### config.mk
export PLATFORM = sky130hd
export DESIGN_NAME = thumb_fetch_unit
export DESIGN_NICKNAME = d
export VERILOG_FILES = /design/src/rtl/thumb_fetch_pkg.sv /design/src/rtl/fetch_hw_fifo.sv /design/src/rtl/thumb_fetch_unit.sv
export SDC_FILE = /design/constraint.sdc
export NUM_CORES = 1
export LEC_CHECK = 0
export ABC_AREA = 1
export BUFFER_PORTS_ARGS = -buffer_cell sky130_fd_sc_hd__buf_2
export CAP_MARGIN = 10
export CELL_PAD_IN_SITES_DETAIL_PLACEMENT = 1
export CELL_PAD_IN_SITES_GLOBAL_PLACEMENT = 2
export CORE_UTILIZATION = 34
export DETAILED_ROUTE_END_ITERATION = 10
export PLACE_DENSITY = 0.81
export SYNTH_ARGS = -nofsm -noshare
export SYNTH_HDL_FRONTEND = slang
export SYNTH_SLANG_ARGS = --single-unit
### constraint.sdc
create_clock -name clock -period 2.5 [get_ports clock]
set_input_delay 0.125 -clock clock [delete_from_list [all_inputs] [get_ports clock]]
set_output_delay 0.125 -clock clock [all_outputs]
set_load 0.03 [all_outputs]
### src/rtl/thumb_fetch_pkg.sv
// thumb_fetch_pkg
// Shared types and widths for the Thumb fetch stage: fetch FSM states,
// halfword/word widths, instruction memory address width and the helper
// that advances the fetch PC past the halfwords taken from one word.
package thumb_fetch_pkg;

  localparam int HWORD_W    = 16;
  localparam int WORD_W     = 32;
  localparam int MEM_AWIDTH = 10;

  typedef enum logic [1:0] {
    IDLE  = 2'd0,
    FETCH = 2'd1,
    DROP  = 2'd2
  } fetch_state_t;

  // An odd-halfword PC only consumes the upper half of its word, so it
  // advances by 2 to land on the next word boundary; aligned PCs take both.
  function automatic logic [31:0] next_fetch_pc(input logic [31:0] pc);
    return pc + (pc[1] ? 32'd2 : 32'd4);
  endfunction

endpackage

### src/rtl/fetch_hw_fifo.sv
// fetch_hw_fifo
// DEPTH-entry FIFO of {pc, halfword} pairs feeding the decoder.
// Ports:
//   clock, reset_n          rising-edge clock, async active-low reset
//   flush                   synchronous clear; wins over push and pop
//   push_cnt                number of entries written this cycle (0/1/2)
//   push_hw0/push_pc0       first entry written
//   push_hw1/push_pc1       second entry written when push_cnt == 2
//   pop                     consume the head (ignored when empty)
//   count                   occupied entries
//   head_valid/hw/pc        combinational view of the head slot
module fetch_hw_fifo
  import thumb_fetch_pkg::*;
#(
  parameter int DEPTH = 4
) (
  input  logic                     clock,
  input  logic                     reset_n,
  input  logic                     flush,
  input  logic [1:0]               push_cnt,
  input  logic [HWORD_W-1:0]       push_hw0,
  input  logic [31:0]              push_pc0,
  input  logic [HWORD_W-1:0]       push_hw1,
  input  logic [31:0]              push_pc1,
  input  logic                     pop,
  output logic [$clog2(DEPTH):0]   count,
  output logic                     head_valid,
  output logic [HWORD_W-1:0]       head_hw,
  output logic [31:0]              head_pc
);

  localparam int PW = $clog2(DEPTH);
  localparam int CW = PW + 1;

  logic [HWORD_W-1:0] hw_mem [DEPTH];
  logic [31:0]        pc_mem [DEPTH];
  logic [PW-1:0]      rd_ptr;
  logic [PW-1:0]      wr_ptr;
  logic               do_pop;

  assign do_pop     = pop && (count != '0);
  assign head_valid = (count != '0);
  assign head_hw    = hw_mem[rd_ptr];
  assign head_pc    = pc_mem[rd_ptr];

  // Pointers wrap naturally because DEPTH is a power of two. A flush keeps
  // the read pointer so the head outputs keep showing the old slot contents
  // while instr_valid is low.
  always_ff @(posedge clock or negedge reset_n) begin
    if (!reset_n) begin
      rd_ptr <= '0;
      wr_ptr <= '0;
      count  <= '0;
      for (int i = 0; i < DEPTH; i++) begin
        hw_mem[i] <= '0;
        pc_mem[i] <= '0;
      end
    end else if (flush) begin
      wr_ptr <= rd_ptr;
      count  <= '0;
    end else begin
      if (push_cnt != 2'd0) begin
        hw_mem[wr_ptr] <= push_hw0;
        pc_mem[wr_ptr] <= push_pc0;
      end
      if (push_cnt == 2'd2) begin
        hw_mem[wr_ptr + PW'(1)] <= push_hw1;
        pc_mem[wr_ptr + PW'(1)] <= push_pc1;
      end
      wr_ptr <= wr_ptr + PW'(push_cnt);
      rd_ptr <= rd_ptr + PW'(do_pop);
      count  <= count + CW'(push_cnt) - CW'(do_pop);
    end
  end

endmodule

### src/rtl/thumb_fetch_unit.sv
// thumb_fetch_unit
// Fetch/prefetch stage: reads 32-bit words from instruction memory, splits
// them into Thumb halfwords, buffers them and hands them to decode tagged
// with their byte address. Branch redirects flush the buffer and refetch.
// Ports:
//   clock, reset_n          rising-edge clock, async active-low reset
//   mem_req/mem_addr        word read request, held until mem_ack
//   mem_ack/mem_rdata       read completion and returned word
//   redirect/redirect_pc    taken branch and its target byte address
//   instr_valid/instr/instr_pc   head halfword offered to decode
//   instr_ready             decode consumes the head this cycle
module thumb_fetch_unit
  import thumb_fetch_pkg::*;
#(
  parameter int          DEPTH    = 4,
  parameter logic [31:0] RESET_PC = 32'h0
) (
  input  logic                  clock,
  input  logic                  reset_n,
  output logic                  mem_req,
  output logic [MEM_AWIDTH-1:0] mem_addr,
  input  logic                  mem_ack,
  input  logic [WORD_W-1:0]     mem_rdata,
  input  logic                  redirect,
  input  logic [31:0]           redirect_pc,
  output logic                  instr_valid,
  output logic [HWORD_W-1:0]    instr,
  output logic [31:0]           instr_pc,
  input  logic                  instr_ready
);

  localparam int CW = $clog2(DEPTH) + 1;

  fetch_state_t          state, state_next;
  logic [31:0]           fetch_pc, fetch_pc_next;
  logic [MEM_AWIDTH-1:0] drop_addr, drop_addr_next;
  logic [CW-1:0]         count;
  logic [CW:0]           count_after;
  logic                  pop;
  logic                  accept;
  logic                  room;
  logic [1:0]            push_cnt;
  logic                  unused_pc_lsb;

  assign unused_pc_lsb = redirect_pc[0];

  assign pop    = instr_valid && instr_ready;
  assign accept = (state == FETCH) && mem_ack && !redirect;

  // An odd-halfword PC means the lower half of the word belongs to an
  // earlier instruction stream position, so only the upper half is kept.
  assign push_cnt = !accept ? 2'd0 : (fetch_pc[1] ? 2'd1 : 2'd2);

  // A new request needs two free slots measured after this cycle's push
  // and pop, which guarantees a returning word always fits.
  assign count_after = {1'b0, count} + (CW+1)'(push_cnt) - (CW+1)'(pop);
  assign room        = count_after <= (CW+1)'(DEPTH - 2);

  assign mem_req  = (state != IDLE);
  assign mem_addr = (state == DROP) ? drop_addr : fetch_pc[MEM_AWIDTH+1:2];

  fetch_hw_fifo #(.DEPTH(DEPTH)) u_fifo (
    .clock      (clock),
    .reset_n    (reset_n),
    .flush      (redirect),
    .push_cnt   (push_cnt),
    .push_hw0   (fetch_pc[1] ? mem_rdata[31:16] : mem_rdata[15:0]),
    .push_pc0   (fetch_pc),
    .push_hw1   (mem_rdata[31:16]),
    .push_pc1   (fetch_pc + 32'd2),
    .pop        (pop),
    .count      (count),
    .head_valid (instr_valid),
    .head_hw    (instr),
    .head_pc    (instr_pc)
  );

  always_ff @(posedge clock or negedge reset_n) begin
    if (!reset_n) begin
      state     <= IDLE;
      fetch_pc  <= RESET_PC;
      drop_addr <= '0;
    end else begin
      state     <= state_next;
      fetch_pc  <= fetch_pc_next;
      drop_addr <= drop_addr_next;
    end
  end

  // A redirect always retargets fetch_pc. An in-flight read that cannot be
  // cancelled moves to DROP, which keeps presenting the address the memory
  // already saw until it answers, then throws the data away.
  always_comb begin
    state_next     = state;
    fetch_pc_next  = fetch_pc;
    drop_addr_next = drop_addr;
    if (redirect) begin
      fetch_pc_next = {redirect_pc[31:1], 1'b0};
    end
    case (state)
      IDLE: begin
        if (!redirect && room) begin
          state_next = FETCH;
        end
      end
      FETCH: begin
        if (redirect) begin
          drop_addr_next = fetch_pc[MEM_AWIDTH+1:2];
          state_next     = mem_ack ? IDLE : DROP;
        end else if (mem_ack) begin
          fetch_pc_next = next_fetch_pc(fetch_pc);
          state_next    = room ? FETCH : IDLE;
        end
      end
      DROP: begin
        if (mem_ack) begin
          state_next = IDLE;
        end
      end
      default: begin
        state_next = IDLE;
      end
    endcase
  end

endmodule

# After elaboration in Yosys (flattened, before gate mapping)
# Cells that the tools add are included.
# classes
add_sub_neg	9
magnitude_cmp	6
n_eq_ne	6
muxes	42
n_bitwise	3
reduce_logical	14
# ops
op	n
$mux 128	3
$bwmux 128	2
$mux 32	8
$mux 64	3
$bwmux 64	2
$demux 32 s2	2
$mux 16	5
$bmux 32 s2	1
$demux 16 s2	2
$add 32x2->32 const B	1
$add 32x3->32	1
$bmux 16 s2	1
$mux 2	8
$mux 10	1
$ge 3x3->1 const B	3
$not 2->3	3
$logic_and 1x1->1	7
$lt 3x1->1 const B	2
$mux 3	2
$pmux 2 s3	1
$add 3x2->4	1
$eq 2x2->1 const B	2
$le 4x2->1 const B	1
$ne 2x2->1 const B	2
15 further kinds	16
# word_totals
regBits	243
input_bits	69
out_inout_bits	60
wordCells	94

# Depth between registers and ports, before layout
# Gate-level depths: netlist (run 1).
# depth
ltp_word	11
ltp_mapped	13
depth_no_buf	12

# Modules after synthesis
# A second synthesis (run 1) with hierarchy kept.
# hier_totals
cells_unflattened	3055
hier_area_um2	18373.9
# modules_own_cells
module	n_inst	cells_each	area_each_um2	seq_area_each_um2
fetch_hw_fifo	1	2469	14617.8	4979.8
thumb_fetch_unit	1	586	3756.1	1101.1

# Worst setup path before layout (run 1)
# Ideal clock, no wire load.
# synth_path
kind	register to register
from	register u_fifo.count[2]
to	register state[0]
setup_ns	0.126
arrival_ns	2.185
required_time_ns	2.374
setup_slack_ns	0.188
stages_incl_launch_ff	11
n_path_buf	0
period_less_slack_ns	2.312
path_cell_list	dfrtp_1 inv_1 nand3_1 and2_1 ha_1 inv_1 ha_1 fa_1 a21oi_1 nand4_1 o21ai_0
# synth_via
elab_chain_cells	8
word_cells_on_any_way	12
cone_classes	add/sub (2); order compare (1); eq/ne (1); mux (4); reduce/logical (4)
# synth_rtl
item	line	source
from (decl)	fetch_hw_fifo.sv:26	output logic [$clog2(DEPTH):0] count,
from (signal assigned)	fetch_hw_fifo.sv:72	count <= count + CW'(push_cnt) - CW'(do_pop);
$reduce_bool 3->1 (*)	fetch_hw_fifo.sv:42	assign head_valid = (count != '0);
named net instr_valid	thumb_fetch_unit.sv:26	output logic instr_valid,
$logic_and 1x1->1 (*)	thumb_fetch_unit.sv:47	assign pop = instr_valid && instr_ready;
$sub 4x1->4 (*)	thumb_fetch_unit.sv:56	assign count_after = {1'b0, count} + (CW+1)'(push_cnt) - (CW+1)'(pop);
$le 4x2->1 (*)	thumb_fetch_unit.sv:57	assign room = count_after <= (CW+1)'(DEPTH - 2);
$mux 1	thumb_fetch_unit.sv:112	state_next = room ? FETCH : IDLE;
$mux 2	thumb_fetch_unit.sv:110	end else if (mem_ack) begin
$mux 2	thumb_fetch_unit.sv:107	if (redirect) begin
$pmux 2 s3	thumb_fetch_unit.sv:100	case (state)
to (signal assigned)	thumb_fetch_unit.sv:84	state <= state_next;
to (decl)	thumb_fetch_unit.sv:34	fetch_state_t state, state_next;
# The timed path passes the listed nets; every way through them passes the cells marked *. The select of a mux whose other input is x is not followed.
# A chain may end at the register's enable or synchronous reset.

# Final worst setup path (run 1)
# layout_path
from	register fetch_pc[2]
to	register u_fifo.pc_mem[127] (netlist bit)
# layout_via
elab_chain_cells	3
# layout_rtl
item	line	source
from (decl)	thumb_fetch_unit.sv:35	logic [31:0] fetch_pc, fetch_pc_next;
from (signal assigned)	thumb_fetch_unit.sv:85	fetch_pc <= fetch_pc_next;
$add 32x2->32	thumb_fetch_unit.sv:70	.push_pc1 (fetch_pc + 32'd2),
$bwmux 128	fetch_hw_fifo.sv:68	pc_mem[wr_ptr + PW'(1)] <= push_pc1;
$mux 128	fetch_hw_fifo.sv:66	if (push_cnt == 2'd2) begin
to (signal, indexed assignment)	fetch_hw_fifo.sv:64	pc_mem[wr_ptr] <= push_pc0;
to (signal, indexed assignment)	fetch_hw_fifo.sv:68	
to (decl)	fetch_hw_fifo.sv:36	logic [31:0] pc_mem [DEPTH];
# No other way between the ends.

==> metrics.cfg, run 1 <==
[status]
outcome=finished, final reports clean

[pwr]
power.density_nw_per_um2=1130
p_sw_share_pct=44.28
pwr-share-clk_pct=22.9
p_sw_w=0.008795
p_seq_share_pct=32.9
leakage_nw=8.933
p_comb_share_pct=44.2
ir_drop_mv=0.5245
p_int_w=0.01107

[timing]
finClkSkew_ns=0.02568
period_needed_ns=2.344
drv_slew=0
setup_tns_ns=0
hold_viol=0
tightest_slew_ns=0.8132
setup_viol=0
finalCritPeriodShare_pct=93.78
max_freq_mhz=426.6
rsz0062_at_grt=no
slew_headroom_pct=45.71

[routing]
wl_um=59120
viasPerCell=5.381
detail_route.first_pass.iterations=5
wl_per_cell_um=20.68
drt_iter0_drc=1014
ant_nets=0
drc=0
vias=15383

[layout]
nets=2377
final_common_cell=nand2_1
ff_latch_area_um2=6085
diodes=0
multi_input_area_um2=7211
final_cell_mix=nand2_1 (640), nor2_1 (270), dfrtp_1 (242)
drive_gt1_share_pct=12.20
fillers=5349
stdcell_area_um2=17580
syn_to_final_growth_pct=20.63

[worst_setup_path]
max_stage_delay_ns=0.50
crit_path_frequent_cell=nand2_1
r2r-end=u_fifo.pc_mem[127]
required_ns=3.00
crit_start=fetch_pc[2]
end_kind=register
crit_arrival_ns=2.84
start_kind=register
critPathMaxFanout=8
critPathKind=register to register
reg2reg_depth=9
r2r-start=fetch_pc[2]
crit_chain=ha_1 > inv_1 > nor2_2 > nand2_1 > nor2_2 > nand3_1 > nand3_1 > nand2_1 > nand2_1
rrSetupSlack_ns=0.16
slowest_stage=dfrtp_1

[synthesis]
synthCells=2147
syn_area_per_cell_um2=6.787
syn_nets=2227
synth_seq_cells=243
yosysSeqAreaShare_pct=41.73
synthDistinctLibCells=33
netlist_area_um2=14570
ys_warn_count=0

[min_path]
hold_path_depth=5
worstHoldStart=mem_rdata[15]
holdPathEnd=u_fifo.hw_mem[47]
min_path_type=input port to register

[global_routing]
grt_pass1_vias=16163
grtUsageTotal_pct=27.42
grt-ovfl-total=0
antenna_found_initial=0
grt_pass1_wl_um=93090
grt_max_degree=72

[place]
gp_congestion=0.8789
io_buffers=127
dp_hpwl_um=38840
dpl_cell_area_um2=16010

[clocking]
clkTransAtPathRegs_ns=0.06
clock_latency_ns=0.59
cts.sinks=243
cts_htree_levels=1
cts_tree=done
numCtsBuffers=31
clock_path_buffers=3
cts-root-buf=clkbuf_16
cts_setup_buffers=0

[floorplan]
die_width_um=209.0
core_area_um2=42130
ioPinCount=129
die_h_um=209.0
die-area_um2=43690
rows=75
initial_core_util_pct=34.58

[job]
cap_viol_max_count=0

==> layout make-up <==
cell class / instances / area share, %
clock buffers: 40 / 4.890
clock inverters: 16 / 0.8826
inverters: 198 / 4.235
multi-input cells: 1572 / 41.02
flip-flops and latches: 243 / 34.61
well taps: 539 / 3.837
repair buffers: 251 / 10.52
==> Yosys cell counts <==
cell type / count / share of area, %
dfrtp_1: 243 / 42
xor2_1: 18 / 1.1
ha_1: 9 / 0.77
buf_2: 36 / 1.2
nor2_4: 2 / 0.15
nand2_1: 641 / 17
o21ai_1: 11 / 0.38
buf_4: 2 / 0.10
o22ai_1: 70 / 3.0
o211ai_1: 38 / 2.0
and2_1: 1 / 0.043
fa_1: 2 / 0.27
a21oi_1: 54 / 1.9
inv_1: 186 / 4.8
nand2_2: 3 / 0.13
nor3_1: 1 / 0.034
nand3b_1: 1 / 0.052
buf_1: 8 / 0.21
clkbuf_1: 88 / 2.3
xnor2_1: 3 / 0.18
a31oi_1: 18 / 0.77
nor2_1: 272 / 7.0
nand3_1: 158 / 5.4
o21ai_0: 236 / 8.1
inv_2: 6 / 0.15
clkinv_1: 6 / 0.15
or2_2: 12 / 0.52
o21a_1: 1 / 0.052
nor2_2: 3 / 0.13
nand3_2: 1 / 0.069
nand4_1: 3 / 0.13
a22oi_1: 7 / 0.36
a211oi_1: 7 / 0.36
==> stage by stage <==
step	util [%]	setup WS, ns	power [W]	hold slack, ns	cells
2_1_floorplan	-	0.1883	0.01228	-0.1706	2147
3_3_place_gp	38.00	0.2106	0.01495	0.1408	2749
3_5_place_dp	38.00	0.1761	0.01526	0.1419	2749
4_1_cts	41.69	0.09787	0.01997	0.04208	2859
5_1_grt	41.72	0.01646	0.02120	0.1048	2859
6_report	41.72	0.1556	0.01986	0.06908	2859
==> kinds of logic (layout without fill, tap and decap cells) <==
group,Yosys count,in the layout,synth area share [%]
simple gates,1098,1098,30.20
compound gates,442,442,16.85
flops,243,243,41.73
fa+ha+maj,11,11,1.048
xor+xnor,21,21,1.262
buf+inv,332,505,8.913
==> worst max-delay path, delay by kind of cell, from the launching register on <==
kind,cells,cell delay (ns)
simple gates,7,1.39
buf+inv,1,0.07
fa+ha+maj,1,0.28
flops,1,0.50
==> metal layers <==
metal	GRT usage, %	routed length (um)	vias up
li1	-	-	7238
met1	36.42	26410	7681
met2	46.64	28320	363
met3	2.916	2501	101
met4	8.798	1889	0
met5	0	0	-
==> state kept, by name, indices dropped and copies added, names as in the netlist <==
signal         flops
u_fifo.wr_ptr      2
u_fifo.hw_mem     64
drop_addr         10
state              2
u_fifo.count       3
fetch_pc          32
u_fifo.rd_ptr      2
u_fifo.pc_mem    128
==> power groups by stage <==
| stage | Combinational [W] | Sequential, W | Clock, W |
|---|---|---|---|
| 6_report | 0.00877 | 0.00654 | 0.00455 |
| 5_1_grt | 0.00971 | 0.00672 | 0.00476 |
| 4_1_cts | 0.00882 | 0.00652 | 0.00464 |
| 3_5_place_dp | 0.00868 | 0.00657 | 0 |
| 3_3_place_gp | 0.00846 | 0.00649 | 0 |
| 2_1_floorplan | 0.00607 | 0.00621 | 0 |
==> worst max path at each step <==
stage	endpoint	slack [ns]
6_report	u_fifo.pc_mem[127]	0.16
4_1_cts	instr_pc[18]	0.1
3_5_place_dp	state[0]	0.18
3_3_place_gp	state[0]	0.21
2_1_floorplan	state[0]	0.19
5_1_grt	u_fifo.pc_mem[127]	0.02
==> what timing repair did <==
| action | CTS | global route |
|---|---|---|
| hold buffers | 54 | 0 |
| gates resized for setup | 0 | 3 |
| endpoints found under the hold margin | 163 | 0 |
| setup endpoints to repair | 0 | 4 |
(Power assumes the default switching activity.)
==> run 2, diff against run 1 <==
Settings changed: CORE_MARGIN from default to 2.
==> run 2 against run 1 <==
Final cell count about the same; first-iteration DRC count up 11%; critical path depth down 4; count of clock-buffer cells in the layout up 3; sequential share of layout area down 0.22 points; global-route usage down 0.47 points; clock power up 2%; critical path type is now register to output pin; sequential cell count unchanged.
==> metrics.cfg, run 2 (synthesized netlist as in run 1, its figures left out) <==
[status]
outcome=finished, final reports clean

[worst_setup_path]
required_ns=2.38  ; -0.62 ns
critical_path.endpoint=instr[6]
rrSetupSlack_ns=0.21  ; +0.05 ns
end_kind=output pin
reg2reg_depth=11  ; +2
critPathKind=register to output pin
critPathMaxFanout=36  ; +28
r2r-start=state[1]
crit_arrival_ns=2.31  ; -0.53 ns
start_kind=register
crit_start=u_fifo.rd_ptr[0]
r2r-end=u_fifo.pc_mem[112]

[global_routing]
grt_pass1_wl_um=92620  ; -0.50%
antenna_found_initial=0  ; unchanged
grt_max_degree=72  ; unchanged
grt-ovfl-total=0  ; unchanged
grtUsageTotal_pct=26.96  ; -0.47 points
grt_pass1_vias=15855  ; -1.9%

[pwr]
p_seq_share_pct=32.7  ; -0.2 points
ir_drop_mv=0.5223  ; -0.41%
p_int_w=0.01120  ; +1.2%
p_sw_share_pct=44.37  ; +0.086 points
p_comb_share_pct=44.3  ; about the same
power.density_nw_per_um2=1138  ; +0.73%
p_sw_w=0.008934  ; +1.6%
pwr-share-clk_pct=22.9  ; about the same
leakage_nw=8.986  ; +0.59%

[routing]
drc=0  ; unchanged
ant_nets=0  ; unchanged
vias=15554  ; +1.1%
viasPerCell=5.437  ; +1.0%
wl_per_cell_um=21.20  ; +2.5%
detail_route.first_pass.iterations=5  ; unchanged
drt_iter0_drc=1126  ; +11%
wl_um=60650  ; +2.6%

[place]
dpl_worst_slack_ns=0.2415  ; +0.06537 ns
dp_hpwl_um=39340  ; +1.3%
gp_congestion=0.8665  ; -1.4%
io_buffers=127  ; unchanged

[timing]
tightest_slew_ns=0.8531  ; +0.03991 ns
hold_viol=0  ; unchanged
drv_slew=0  ; unchanged
finalCritPeriodShare_pct=97.57  ; +3.8 points
finClkSkew_ns=0.01565  ; -0.01003 ns
slew_headroom_pct=43.04  ; -2.7 points
rsz0062_at_grt=yes
holdWs_ns=0.07046  ; +0.001382 ns
fin_ws_ns=0.06064  ; -0.09498 ns
setup_viol=0  ; unchanged
max_freq_mhz=409.9  ; -3.9%
period_needed_ns=2.439  ; +0.09498 ns

[floorplan]
die-area_um2=44530  ; +1.9%
ioPinCount=129  ; unchanged
die_width_um=211.0  ; +0.96%
core_area_um2=42130  ; unchanged
initial_core_util_pct=34.58  ; unchanged
rows=75  ; unchanged
die_h_um=211.0  ; +0.96%

[clocking]
cts_setup_buffers=0  ; unchanged
clock_path_buffers=3  ; unchanged
cts-root-buf=clkbuf_16
cts.sinks=243  ; unchanged
cts_htree_levels=1  ; unchanged
clkTransAtPathRegs_ns=0.06  ; about the same
numCtsBuffers=31  ; unchanged
cts_tree=done
clock_latency_ns=0.59  ; about the same

[layout]
final_cell_mix=nand2_1 (640), nor2_1 (272), dfrtp_1 (241)
fillers=5411  ; +1.2%
syn_to_final_growth_pct=21.42
largest_register=u_fifo.pc_mem
reg_top3=u_fifo.pc_mem (128), u_fifo.hw_mem (64), fetch_pc (32)
diodes=0  ; unchanged
drive_gt1_share_pct=12.40  ; +0.20 points
largest_reg_flops=128  ; unchanged
final_common_cell=nand2_1
ff_latch_area_um2=6086  ; about the same
nets=2381  ; +0.17%
multi_input_area_um2=7231  ; +0.28%

[job]
cap_viol_max_count=0  ; unchanged

[min_path]
min_path_type=input port to asynchronous set/reset pin

## run 2: layout make-up
cell class	count	share of cell area, %
Tap cell	539	3.812
Clock buffer	43	5.035
Multi-Input combinational cell	1572	40.87
Inverter	198	4.208
Sequential cell	243	34.40
Clock inverter	11	0.7567
Timing Repair Buffer	255	10.93
## run 2: how the worst min path moves through the flow
stage                       from                 to  cells after the start
global route             reset_n  u_fifo.hw_mem[13]                      2
floorplan                reset_n       drop_addr[0]                      0
detailed placement       reset_n  u_fifo.hw_mem[13]                      1
global placement         reset_n  u_fifo.hw_mem[14]                      1
finish                   reset_n  u_fifo.hw_mem[13]                      2
CTS                 mem_rdata[7]  u_fifo.hw_mem[39]                      5
## run 2: layer usage
metal  vias up  track usage (%)  part of all wire (%)
met1      7776            35.92                    44
li1       7238                -                     -
met2       423            45.51                    48
met5         -                0                     0
met3       117            3.092                   4.9
met4         0            9.106                   3.2
## run 2: per-stage QoR
| stage | cell area, um^2 | utilization, % | TNS (ns) | total power, W | cells |
|---|---|---|---|---|---|
| 4_1_cts | 17650 | 41.88 | -0.008697 | 0.02013 | 2860 |
| 3_5_place_dp | 16060 | 38.12 | 0 | 0.01533 | 2752 |
| 2_1_floorplan | 14570 | - | 0 | 0.01228 | 2147 |
| 3_3_place_gp | 16060 | 38.12 | 0 | 0.01506 | 2752 |
| 6_report | 17690 | 41.99 | 0 | 0.02014 | 2861 |
| 5_1_grt | 17690 | 41.99 | -0.007874 | 0.02149 | 2861 |
## run 2: worst max-delay path: stages (launching register included)
cell and delay (ns):
dfrtp_4 0.62, inv_2 0.21, buf_16 0.26, o21ai_0 0.13, o22ai_1 0.25, buf_2 0.26
## run 2: what timing repair did
item,in CTS,in global routing
cloned,0,1
hold buffers,54,0
resized for setup,4,4
hold endpoints to repair,334,0
setup endpoints to repair,3,17
## run 2: power by group through the flow
| stage | Sequential [W] | Clock (W) | Combinational (W) |
|---|---|---|---|
| floorplan | 0.00621 | 0 | 0.00607 |
| global placement | 0.00655 | 0 | 0.00851 |
| detailed placement | 0.00662 | 0 | 0.00871 |
| CTS | 0.00657 | 0.00470 | 0.00886 |
| global route | 0.00677 | 0.00485 | 0.00987 |
| finish | 0.00659 | 0.00462 | 0.00893 |
